[config.mk]
export PLATFORM = sky130hd
export DESIGN_NAME = q_result_fifo
export DESIGN_NICKNAME = d
export VERILOG_FILES = /design/src/rtl/q_result_pkg.sv /design/src/rtl/q_result_mem.sv /design/src/rtl/q_result_fifo.sv
export SDC_FILE = /design/constraint.sdc
export NUM_CORES = 1
export LEC_CHECK = 0
export CORE_MARGIN = 3
export CORE_UTILIZATION = 30
export DETAILED_ROUTE_END_ITERATION = 7
export HOLD_SLACK_MARGIN = 0.12
export PLACE_DENSITY = 0.5
export SKIP_LAST_GASP = 1
export SLEW_MARGIN = 20
export SYNTH_ARGS = -nofsm -noshare
export SYNTH_HDL_FRONTEND = slang
export SYNTH_SLANG_ARGS = --single-unit
[constraint.sdc]
create_clock -name clk -period 6.1 [get_ports clk]
set_input_delay 0.61 -clock clk [delete_from_list [all_inputs] [get_ports clk]]
set_output_delay 0.61 -clock clk [all_outputs]
set_load 0.005 [all_outputs]
[src/rtl/q_result_pkg.sv]
// Shared definitions for the q result FIFO: entry layout and pointer sizing.
package q_result_pkg;

  localparam int Q_WIDTH = 8;
  localparam int Q_DEPTH = 4;

  // One stored entry: {flag, data}
  typedef logic [Q_WIDTH:0] entry_t;

  function automatic int ptr_width(input int depth);
    return (depth <= 2) ? 1 : $clog2(depth);
  endfunction

  localparam int Q_PTR_W = ptr_width(Q_DEPTH);

endpackage

[src/rtl/q_result_mem.sv]
// DEPTH x (WIDTH+1) register array: synchronous write, asynchronous read,
// cleared by the async active-low reset so the read port is never X.
module q_result_mem #(
  parameter int WIDTH = 8,
  parameter int DEPTH = 4,
  parameter int AW    = 2
) (
  input  logic          clk,
  input  logic          reset,
  input  logic          we,
  input  logic [AW-1:0] waddr,
  input  logic [WIDTH:0] wdata,
  input  logic [AW-1:0] raddr,
  output logic [WIDTH:0] rdata
);

  logic [WIDTH:0] mem_r [DEPTH];

  // Storage array with write port
  always_ff @(posedge clk or negedge reset) begin
    if (!reset) begin
      for (int i = 0; i < DEPTH; i++) begin
        mem_r[i] <= '0;
      end
    end else begin
      if (we) begin
        mem_r[waddr] <= wdata;
      end
    end
  end

  assign rdata = mem_r[raddr];

endmodule

[src/rtl/q_result_fifo.sv]
// First-word fall-through FIFO for circuito results {L, q}; occupancy is
// tracked by a counter, and writes while full set a sticky overflow flag.
module q_result_fifo
  import q_result_pkg::*;
#(
  parameter int WIDTH = Q_WIDTH,
  parameter int DEPTH = Q_DEPTH
) (
  input  logic                     clk,
  input  logic                     reset,
  input  logic                     in_valid,
  input  logic [WIDTH-1:0]         in_data,
  input  logic                     in_flag,
  output logic                     in_ready,
  output logic                     out_valid,
  output logic [WIDTH-1:0]         out_data,
  output logic                     out_flag,
  input  logic                     out_ready,
  output logic [$clog2(DEPTH):0]   count,
  output logic                     overflow
);

  localparam int PW = ptr_width(DEPTH);
  localparam int CW = $clog2(DEPTH) + 1;

  logic [PW-1:0]  wr_ptr_r;
  logic [PW-1:0]  rd_ptr_r;
  logic [CW-1:0]  count_r;
  logic [CW-1:0]  count_nxt_s;
  logic           overflow_r;
  logic           full_s;
  logic           empty_s;
  logic           push_s;
  logic           pop_s;
  logic [WIDTH:0] rdata_s;

  assign full_s  = (count_r == CW'(DEPTH));
  assign empty_s = (count_r == {CW{1'b0}});
  assign push_s  = in_valid && !full_s;
  assign pop_s   = !empty_s && out_ready;

  // Occupancy next-state from push/pop combination
  always_comb begin
    count_nxt_s = count_r;
    case ({push_s, pop_s})
      2'b10:   count_nxt_s = count_r + CW'(1);
      2'b01:   count_nxt_s = count_r - CW'(1);
      default: count_nxt_s = count_r;
    endcase
  end

  // Pointer, count and sticky overflow registers
  always_ff @(posedge clk or negedge reset) begin
    if (!reset) begin
      wr_ptr_r   <= {PW{1'b0}};
      rd_ptr_r   <= {PW{1'b0}};
      count_r    <= {CW{1'b0}};
      overflow_r <= 1'b0;
    end else begin
      if (push_s) begin
        wr_ptr_r <= wr_ptr_r + PW'(1);
      end
      if (pop_s) begin
        rd_ptr_r <= rd_ptr_r + PW'(1);
      end
      count_r <= count_nxt_s;
      if (in_valid && full_s) begin
        overflow_r <= 1'b1;
      end
    end
  end

  q_result_mem #(
    .WIDTH (WIDTH),
    .DEPTH (DEPTH),
    .AW    (PW)
  ) u_mem (
    .clk   (clk),
    .reset (reset),
    .we    (push_s),
    .waddr (wr_ptr_r),
    .wdata ({in_flag, in_data}),
    .raddr (rd_ptr_r),
    .rdata (rdata_s)
  );

  assign in_ready  = !full_s;
  assign out_valid = !empty_s;
  assign out_data  = rdata_s[WIDTH-1:0];
  assign out_flag  = rdata_s[WIDTH];
  assign count     = count_r;
  assign overflow  = overflow_r;

endmodule

==> qor.yml <==
status:
  status: "complete, no violations"
global_routing:
  busiest_layer: "met2"
  grt_pass1_wl_um: 6630
  met1_usage: 0.138
  grt_max_degree: 45
  gr-total-overflow: 0
  grtUsageMet3: 0.0369
  grt_pass1_vias: 1281
  grt_use_total: 0.115
  grt_use_met2: 0.200
  antenna_found_initial: 0
setup_path:
  crit_arrival_ns: 2.13
  worstSetupEndpointType: "output port"
  worstPathMaxFanout: 11
  worstSetupPathType: "reg -> out"
  cp_data_required_time_ns: 5.49
  start_kind: "flop"
synth:
  synth_compound_area_frac: 0.00942
  synth_seq_cells: 44
  synth-main-ff-cell: "dfrtp_1"
  synth_area_leader_cell: "dfrtp_1"
  synthAdderAreaFrac: 0.0415
  syn-mean-instance-area_sq_um: 15.8
  synth_area_leaders: "dfrtp_1, mux2_2, mux4_2, ha_1, xnor2_1"
  synth_top_area_share: 0.553
  synthCells: 126
  async_flop_share: 1.00
  synthSimpleGateAreaFrac: 0.0383
  synth_mux_area_frac: 0.316
  synth_edf_count: 0
  yosysUniqueCellTypes: 19
  netlist_area_sq_mm: 0.00199
  ys_seq_area_frac: 0.553
  synth_warnings: 0
  synth_nets: 145
  synth_top_family_by_area: "multiplexers"
  synthXorXnorAreaFrac: 0.0264
drt:
  first_iter_violations: 54
  vias: 1132
  drcViolationCount: 0
  first_pass_iters: 4
  routed_wl_um: 3890
  vias_per_cell: 4.80
  ant_nets: 0
  wire_per_inst_um: 16.5
power:
  leakage_nw: 1.01
  powerDensity_mw_per_mm2: 557
  peakVddDrop_v: 0.000185
  total_power_mw: 1.37
timing:
  fin_worst_skew_ns: 0.00723
  period_share: 0.449
  fin_setup_tns_ns: 0
  slew_violations: 0
  min_period_ns: 2.74
  slew_headroom: 0.531
  rsz0062_at_grt: "false"
  finalHoldViolCount: 0
  worst_pin_slew_ns: 0.703
  max_clock_freq_mhz: 365
  setup_viol: 0
finish:
  syn_to_final_growth_pct: 23.2
  fillCellCount: 586
  drive_gt1_frac: 0.396
  most-common-layout-cells: "dfrtp_1, mux2_2, clkdlybuf4s50_1"
  nets: 177
  antennaDiodeCount: 0
  final_common_cell: "dfrtp_1"
cts:
  cts_root_buf: "clkbuf_8"
  postCtsSetupBuffers: 0
  clkTransAtPathRegs_ns: 0.08
  h-tree-depth: 2
  worst_skew_pair.late_latency_ns: 0.29
  cts_tree: "yes"
  cts_sinks: 44
  cts-resized-gates: 0
  clock_path_buffers: 2
  cts_buffers: 5
  cts_hold_buf: 0
floorplanning:
  die_y_um: 87.5
  fp.coreArea_sq_mm: 0.00639
  initial_utilization: 0.312
  pin_count: 28
  die_w_um: 87.5
  fp-row-count: 29
  die-area_sq_mm: 0.00765
placed_design:
  gp_congestion: 0.793
  hpwl_um: 2680
  port_buffers: 27
job:
  maxCapViolations: 0
min_path:
  hold_class: "in -> async"
sequential cells by signal, summed over array words and instances, names as in the netlist:
name and flops:
count 3, overflow 1, rd_ptr_r 2, u_mem.mem_r 36, wr_ptr_r 2
Yosys cell counts, drive strengths merged (3+ instances only):
master / n
nand2: 5
mux2: 37
ha: 5
inv: 6
xor2: 3
nor2: 5
mux4: 9
dfrtp: 44
xnor2: 3
where the power goes:
| group | switching (mW) | internal [mW] |
|---|---|---|
| clock | 0.0926 | 0.121 |
| sequential | 0.122 | 0.443 |
| combinational | 0.184 | 0.403 |
per-stage QoR:
| step | hold WS [ns] | util | instance area, sq um | std cells | setup WS [ns] |
|---|---|---|---|---|---|
| 2_1_floorplan | 0.314 | - | 1990 | 126 | 4.00 |
| 3_3_place_gp | 0.445 | 0.367 | 2340 | 228 | 3.62 |
| 3_5_place_dp | 0.464 | 0.367 | 2340 | 228 | 3.52 |
| 4_1_cts | 0.487 | 0.384 | 2450 | 236 | 3.28 |
| 5_1_grt | 0.342 | 0.384 | 2450 | 236 | 3.17 |
| 6_report | 0.307 | 0.384 | 2450 | 236 | 3.36 |
layer usage:
| metal | up-vias | share of wire | wire, um |
|---|---|---|---|
| li1 | 514 | - | - |
| met1 | 587 | 0.43 | 1660 |
| met2 | 24 | 0.51 | 1970 |
| met3 | 7 | 0.054 | 211 |
| met4 | 0 | 0.011 | 42 |
| met5 | - | 0 | 0 |
worst max-delay path, stage by stage, from the launching register on:
cell	delay (ns)
dfrtp_1	0.80
mux4_2	0.58
clkdlybuf4s50_1	0.46
worst paths after layout:
path / end / slack [ns] / startpoint / cells after the start
min: u_mem.mem_r[20] / 0.31 / reset / 1
min reg2reg: overflow / 0.48 / overflow / 1
min in group clk: overflow / 0.48 / overflow / 1
max reg2reg: count[2] / 3.71 / count[0] / 8
max in group asynchronous: u_mem.mem_r[32] / 5.41 / reset / 1
max: out_data[4] / 3.36 / rd_ptr_r[0] / 2
area by class of cell:
class                           count  area (sq um)  area share
Multi-Input combinational cell     74           860       0.350
Timing Repair Buffer               27           268       0.109
Tap cell                           77          96.3      0.0392
Clock inverter                      2          35.0      0.0143
Sequential cell                    44          1100       0.449
Clock buffer                        6          72.6      0.0296
Inverter                            6          22.5     0.00917
cell families (layout without fill, tap and decap cells):
family	after synthesis	after routing
multiplexers	47	47
flip-flops	44	44
AND/OR/NAND/NOR	13	13
buffers and inverters	8	41
adder cells (fa/ha/maj)	6	6
XOR/XNOR	6	6
AO/OA/AOI/OAI	2	2
Power figures use the tool's default switching activity.
